File: config.mk
export PLATFORM = sky130hd
export DESIGN_NAME = uart_rx_cfg
export DESIGN_NICKNAME = d
export VERILOG_FILES = /design/src/rtl/uart_pkg.sv /design/src/rtl/bit_sync.sv /design/src/rtl/uart_rx_cfg.sv
export SDC_FILE = /design/constraint.sdc
export NUM_CORES = 1
export LEC_CHECK = 0
export CAP_MARGIN = 25
export CORE_MARGIN = 2
export CORE_UTILIZATION = 45
export CTS_CLUSTER_DIAMETER = 100
export CTS_CLUSTER_SIZE = 20
export DETAILED_ROUTE_END_ITERATION = 6
export PLACE_DENSITY_LB_ADDON = 0.25
export SLEW_MARGIN = 10
export SYNTH_ARGS = -nofsm -noshare
export SYNTH_HDL_FRONTEND = slang
export SYNTH_HIERARCHICAL = 1
export SYNTH_SLANG_ARGS = --single-unit
File: constraint.sdc
create_clock -name clk -period 2.6 [get_ports clk]
set_input_delay 0.65 -clock clk [delete_from_list [all_inputs] [get_ports clk]]
set_output_delay 0.65 -clock clk [all_outputs]
set_load 0.02 [all_outputs]
File: src/rtl/uart_pkg.sv
// Shared UART definitions: receiver FSM states, parity modes and the parity helper
// used by both the configurable receiver and the future transmitter.
package uart_pkg;

   typedef enum logic [2:0] {
      IDLE,
      START,
      DATA,
      PARITY,
      STOP,
      BRK_WAIT
   } rx_state_t;

   localparam int PAR_NONE      = 0;
   localparam int PAR_ODD       = 1;
   localparam int PAR_EVEN      = 2;
   localparam int MAX_DATA_BITS = 9;

   // Parity bit a transmitter would send for this data; zero-extended data is harmless.
   function automatic logic parity_bit(input logic [MAX_DATA_BITS-1:0] data, input int mode);
      logic p;
      case (mode)
         PAR_ODD:  p = ~(^data);
         PAR_EVEN: p = ^data;
         default:  p = 1'b0;
      endcase
      return p;
   endfunction

endpackage

File: src/rtl/bit_sync.sv
// Multi-flop synchroniser for an asynchronous single-bit input; resets to 1 so an
// idle-high line never looks like a start bit coming out of reset.
module bit_sync #(
   parameter int STAGES = 2
) (
   input  logic clk,
   input  logic rst,
   input  logic d_i,
   output logic q_o
);

   logic [STAGES-1:0] sync_q;

   // Shift the raw input through the flop chain
   always_ff @(posedge clk) begin
      if (rst) begin
         sync_q <= {STAGES{1'b1}};
      end else begin
         sync_q <= {sync_q[STAGES-2:0], d_i};
      end
   end

   assign q_o = sync_q[STAGES-1];

endmodule

File: src/rtl/uart_rx_cfg.sv
// Configurable UART receiver with false-start rejection, parity/framing/overrun
// detection, break handling and a ready/valid holding register toward the RX FIFO.
module uart_rx_cfg
   import uart_pkg::*;
#(
   parameter int CLKS_PER_BIT = 217,
   parameter int DATA_BITS    = 8,
   parameter int PARITY_MODE  = 0,
   parameter int STOP_BITS    = 1,
   parameter int SYNC_STAGES  = 2
) (
   input  logic                 clk,
   input  logic                 rst,
   input  logic                 i_Rx_Serial,
   input  logic                 i_ready,
   output logic [DATA_BITS-1:0] o_data,
   output logic                 o_valid,
   output logic                 o_parity_err,
   output logic                 o_frame_err,
   output logic                 o_overrun,
   output logic                 o_CTS,
   output logic                 o_busy
);

   localparam int CW = $clog2(CLKS_PER_BIT);
   localparam int BW = $clog2(DATA_BITS + 1);
   localparam logic [CW-1:0] CNT_MID   = CW'((CLKS_PER_BIT - 1) / 2);
   localparam logic [CW-1:0] CNT_LAST  = CW'(CLKS_PER_BIT - 1);
   localparam logic [BW-1:0] DATA_LAST = BW'(DATA_BITS - 1);
   localparam logic [BW-1:0] STOP_LAST = BW'(STOP_BITS - 1);

   logic                     rx_s;
   rx_state_t                state_q, state_d;
   logic [CW-1:0]            clk_cnt_q, clk_cnt_d;
   logic [BW-1:0]            bit_cnt_q, bit_cnt_d;
   logic [DATA_BITS-1:0]     shreg_q, shreg_d;
   logic                     par_err_q, par_err_d;
   logic                     fr_err_q, fr_err_d;
   logic [DATA_BITS-1:0]     data_q, data_d;
   logic                     valid_q, valid_d;
   logic                     perr_q, perr_d;
   logic                     ferr_q, ferr_d;
   logic                     overrun_q, overrun_d;
   logic                     complete_s;
   logic                     fr_now_s;
   logic [MAX_DATA_BITS-1:0] par_in_s;

   bit_sync #(.STAGES(SYNC_STAGES)) u_sync (
      .clk (clk),
      .rst (rst),
      .d_i (i_Rx_Serial),
      .q_o (rx_s)
   );

   // State, counters, shift register and holding register
   always_ff @(posedge clk) begin
      if (rst) begin
         state_q   <= IDLE;
         clk_cnt_q <= {CW{1'b0}};
         bit_cnt_q <= {BW{1'b0}};
         shreg_q   <= {DATA_BITS{1'b0}};
         par_err_q <= 1'b0;
         fr_err_q  <= 1'b0;
         data_q    <= {DATA_BITS{1'b0}};
         valid_q   <= 1'b0;
         perr_q    <= 1'b0;
         ferr_q    <= 1'b0;
         overrun_q <= 1'b0;
      end else begin
         state_q   <= state_d;
         clk_cnt_q <= clk_cnt_d;
         bit_cnt_q <= bit_cnt_d;
         shreg_q   <= shreg_d;
         par_err_q <= par_err_d;
         fr_err_q  <= fr_err_d;
         data_q    <= data_d;
         valid_q   <= valid_d;
         perr_q    <= perr_d;
         ferr_q    <= ferr_d;
         overrun_q <= overrun_d;
      end
   end

   // Frame FSM next state and word completion
   always_comb begin
      state_d    = state_q;
      clk_cnt_d  = clk_cnt_q;
      bit_cnt_d  = bit_cnt_q;
      shreg_d    = shreg_q;
      par_err_d  = par_err_q;
      fr_err_d   = fr_err_q;
      complete_s = 1'b0;
      fr_now_s   = fr_err_q | ~rx_s;
      par_in_s   = {MAX_DATA_BITS{1'b0}};
      par_in_s[DATA_BITS-1:0] = shreg_q;
      case (state_q)
         IDLE: begin
            if (!rx_s) begin
               state_d   = START;
               clk_cnt_d = {CW{1'b0}};
            end else begin
               clk_cnt_d = clk_cnt_q;
            end
         end
         START: begin
            if (clk_cnt_q == CNT_MID) begin
               clk_cnt_d = {CW{1'b0}};
               bit_cnt_d = {BW{1'b0}};
               par_err_d = 1'b0;
               fr_err_d  = 1'b0;
               state_d   = rx_s ? IDLE : DATA;
            end else begin
               clk_cnt_d = clk_cnt_q + CW'(1);
            end
         end
         DATA: begin
            if (clk_cnt_q == CNT_LAST) begin
               clk_cnt_d = {CW{1'b0}};
               // After DATA_BITS shifts the first bit on the line lands in the LSB
               shreg_d   = {rx_s, shreg_q[DATA_BITS-1:1]};
               if (bit_cnt_q == DATA_LAST) begin
                  bit_cnt_d = {BW{1'b0}};
                  state_d   = (PARITY_MODE != PAR_NONE) ? PARITY : STOP;
               end else begin
                  bit_cnt_d = bit_cnt_q + BW'(1);
               end
            end else begin
               clk_cnt_d = clk_cnt_q + CW'(1);
            end
         end
         PARITY: begin
            if (clk_cnt_q == CNT_LAST) begin
               clk_cnt_d = {CW{1'b0}};
               par_err_d = rx_s ^ parity_bit(par_in_s, PARITY_MODE);
               state_d   = STOP;
            end else begin
               clk_cnt_d = clk_cnt_q + CW'(1);
            end
         end
         STOP: begin
            if (clk_cnt_q == CNT_LAST) begin
               clk_cnt_d = {CW{1'b0}};
               fr_err_d  = fr_now_s;
               if (bit_cnt_q == STOP_LAST) begin
                  complete_s = 1'b1;
                  bit_cnt_d  = {BW{1'b0}};
                  state_d    = rx_s ? IDLE : BRK_WAIT;
               end else begin
                  bit_cnt_d = bit_cnt_q + BW'(1);
               end
            end else begin
               clk_cnt_d = clk_cnt_q + CW'(1);
            end
         end
         BRK_WAIT: begin
            if (rx_s) begin
               state_d = IDLE;
            end else begin
               state_d = BRK_WAIT;
            end
         end
         default: begin
            state_d = IDLE;
         end
      endcase
   end

   // Holding register: load on completion unless a stalled word would be overwritten
   always_comb begin
      data_d    = data_q;
      valid_d   = valid_q;
      perr_d    = perr_q;
      ferr_d    = ferr_q;
      overrun_d = 1'b0;
      if (complete_s) begin
         if (!valid_q || i_ready) begin
            data_d  = shreg_q;
            perr_d  = par_err_q;
            ferr_d  = fr_now_s;
            valid_d = 1'b1;
         end else begin
            overrun_d = 1'b1;
         end
      end else if (valid_q && i_ready) begin
         valid_d = 1'b0;
      end else begin
         valid_d = valid_q;
      end
   end

   assign o_data       = data_q;
   assign o_valid      = valid_q;
   assign o_parity_err = perr_q;
   assign o_frame_err  = ferr_q;
   assign o_overrun    = overrun_q;
   assign o_CTS        = !valid_q || i_ready;
   assign o_busy       = (state_q != IDLE);

endmodule

==> results.md, run 1 <==
- Status: complete, no violations
- Main area contributors after synthesis: dfxtp_1 44%, mux2i_1 9.6%, nor2_1 6.8%, a31oi_1 4.2%, a21oi_1 4.0%
- Clock sinks: 39
- Switching share of power: 0.201
- Yosys top cell area share: 0.441
- Multi-input logic area: around 930 um2
- Final #Nets: 231
- Initial antenna violation count: 0
- Share of cells above drive strength 1: 0.0804
- Num ports: 18
- Start of the worst register-to-register path: bit_cnt_q[0]$_SDFFE_PP0P_
- Fill cells: 337
- Post-synthesis mux area share: 0.0961
- Seq cells post-synth: 39
- Reg2reg setup slack: around 0.31 ns
- Final Hold Fails: 0
- Async S/R FF share, synth: 0
- CP top delay family: buffers and inverters
- Clock power frac: 0.444
- Reg-to-reg endpoint: state_q[1]$_SDFFE_PP0P_
- Fmax: approximately 400 MHz
- Crit path buf inv count: 2
- Vias in the first global route: approximately 1200
- Mapped Cells: approximately 200
- Max cap viols: 0
- Area fraction in compound gates after synthesis: 0.131
- Area growth syn-to-layout: 19.9%
- Number of setup buffers added after CTS: 0
- DIE AREA: 4450 um2
- Hpwl dp: approximately 2.3 mm
- Launch point of the worst path: i_ready
- Ys Warns: 6
- Required time of the critical path: 1.95 ns
- Power Density: roughly 550 nW/um2
- GRT Total Usage: 0.152
- Slowest stage cell on the critical path: clkdlybuf4s50_1
- Fin crit period: approximately 2.5 ns
- Port Buf Inserts: 17
- Leakage power: 0.712 nW
- Largest net degree at the start of global routing: 29
- Initial Util: 0.476
- Hold Crit Start: u_sync/sync_q[0]$_SDFF_PP1_
- Clock tree buffer depth: 2
- Setup_tns: 0 ns
- Drt wl/cell: 11.9 um
- Worst Clk Skew: 0.00472 ns
- Die height: 66.7 um
- Routed Antenna Nets: 0
- CTS tree: yes
- Resized Gates After CTS: 0
- Flop pwr share: 0.522
- Relative slew margins: 0.654
- Critical path's most frequent cell: clkdlybuf4s50_1
- H-Tree Depth: 2
- Hold path cells: 1
- XOR/XNOR Fraction of Synth Area: 0
- Crit Path Max Fanout: 2
- Root buffer cell: clkbuf_8
- Core Box Area: 3720 um2
- Mean post-synth cell area: 8.72 um2
- Worst skew pair latency: 0.29 ns
- Worst vdd ir: 0.469 mV
- Row cnt: 22
- Total power: 0.00116 W
- Worst slew pin tran: 0.518 ns
- Post-Syn Nets: 211
- Distinct cells, synth: 37
- CP startpoint kind: primary input
- Worst EP arrival: 1.82 ns
- Reg2Reg Depth: 7
- Routed wire length: between 3 and 4 mm
- Pre-antenna DRT Iters: 4
- Setup CP Type: in2out
- Routability cong.: 0.737
- Critical path, cell by cell: clkdlybuf4s50_1, nand2b_1, clkdlybuf4s50_1
- Reg clk slew, reported paths: roughly 0.070 ns
- Seq/Total Area, Yosys: 0.441
- N_diodes: 0
- Via-per-instance ratio: 5.53
- Slowest stage delay, CP: ~0.60 ns
- Post-Synth Simple-Gate Area: 0.267
- Gate power share: 0.034
- Total gr overflow: 0
- Sequential cell area: 781 um2
- Final Max Slew Viols: 0
- Via count: 1504
- Drt initial violations: 76
- Adder-cell share of the synthesized area: 0.0283
- Tcrit/Tclk final: 0.950
- Largest area contributor in the netlist: dfxtp_1
- Final setup viols: 0
- Internal power: 0.000926 W
- Num CTS Buffers: 5
- DIE WIDTH: around 67 um
- Main combinational cell family by area after synthesis: simple AND/OR/NAND/NOR gates
- Crit end category: output port
- First-pass GRT wire length: 5.17 mm
- Hold-fix buffers at CTS: 0
- RSZ-0062 raised after global routing: no
- Post-synthesis cell area: 1770 um2
- Number of synthesized flops with an enable pin: 0
- Sw Pwr: between 0.0002 and 0.00025 W
- Endpoint of the worst hold path: u_sync/sync_q[1]$_SDFF_PP1_
- Predominant post-synthesis flop cell: dfxtp_1
- Min-delay worst type: reg2reg
- Residual DRC: 0
[state kept, by name, summed over array words and instances (netlist names)]
| name | flops |
|---|---|
| bit_cnt_q | 4 |
| o_overrun | 1 |
| o_parity_err | 1 |
| fr_err_q | 1 |
| o_frame_err | 1 |
| o_valid | 1 |
| clk_cnt_q | 8 |
| state_q | 3 |
| par_err_q | 1 |
| shreg_q | 8 |
| o_data | 8 |
| u_sync/sync_q | 2 |
[metal layers]
metal	wire, um	track usage
met5	0	0
met4	40	0.0536
met1	1590	0.197
met2	1470	0.243
met3	132	0.0405
[power groups by stage]
stage | combinational, W | sequential (W) | clock, W
2_1_floorplan | 0.0000271 | 0.000617 | 0
3_3_place_gp | 0.0000387 | 0.000619 | 0
3_5_place_dp | 0.0000389 | 0.000619 | 0
4_1_cts | 0.0000392 | 0.000605 | 0.000523
5_1_grt | 0.0000435 | 0.000606 | 0.000548
6_report | 0.0000390 | 0.000605 | 0.000515
[synthesized netlist by cell type (3+ instances only)]
master and instances:
a31oi_1 12, buf_2 4, nand3b_1 3, nor3_1 4, dfxtp_1 39, a21oi_1 14, ha_1 4, mux2i_1 17
nand4_1 4, o21ai_1 3, nand2_1 14, clkbuf_1 4, nor2_1 32, nand3_1 8, and3_1 3, inv_1 7
[metrics by stage]
step	util	setup slack, ns	area, um2	hold slack (ns)	instances
3_5_place_dp	0.539	0.124	2000	0.391	264
3_3_place_gp	0.539	0.149	2000	0.385	264
2_1_floorplan	-	0.534	1770	0.383	203
4_1_cts	0.571	0.120	2120	0.408	272
5_1_grt	0.571	0.0870	2120	0.416	272
6_report	0.571	0.130	2120	0.404	272
[worst max-delay path by stage]
| stage | depth (start not counted) | endpoint | slack (ns) |
|---|---|---|---|
| after floorplan | 7 | bit_cnt_q[2]$_SDFFE_PP0P_ | 0.53 |
| after global placement | 3 | o_CTS | 0.15 |
| after detailed placement | 3 | o_CTS | 0.12 |
| after CTS | 3 | o_CTS | 0.12 |
| after global routing | 3 | o_CTS | 0.09 |
| final | 3 | o_CTS | 0.13 |
[cells in the final DEF, fill, tap and decap left out, types with 2 or more instances in the layout]
master            n
nor2_1           32
nand4_1           4
or2_1             2
nand2b_1          2
a22oi_1           2
a21oi_1          14
dfxtp_1          39
o21ai_0           2
inv_1             7
or4_1             2
nor3_1            4
o21ai_1           3
nand3b_1          3
nand3_1           8
ha_1              4
or3b_1            2
clkbuf_8          6
o211ai_1          2
buf_4             5
clkdlybuf4s50_1  17
a31oi_1          12
nand2_1          14
nor2b_1           2
nor3b_2           3
and3_1            3
mux2i_1          17
[layout make-up]
type                    instances  area share
clock buffers                   6      0.0389
clock inverters                 2      0.0165
inverters                       7      0.0124
multi-input cells             148       0.438
flip-flops and latches         39       0.368
well taps                      48      0.0283
repair buffers                 22      0.0979
[cells by family (layout without fill, tap and decap cells)]
group / after synthesis / in the layout
multiplexers: 17 / 17
AO/OA/AOI/OAI: 38 / 38
flip-flops: 39 / 39
AND/OR/NAND/NOR: 89 / 89
adder cells (fa/ha/maj): 4 / 4
buffers and inverters: 16 / 37
No activity file was read; power rests on OpenSTA's default activity.
==> run 2, diff against run 1 <==
- CAP_MARGIN: 25 -> not set
- GPL_ROUTABILITY_DRIVEN: not set -> 0
==> results of run 2 <==
The final DEF is identical to that of run 1; final timing and power are the same.
==> run 3, diff against run 2 <==
- CAP_MARGIN: not set -> 20
==> results of run 3 <==
The final DEF is identical to that of run 1; final timing and power are the same.
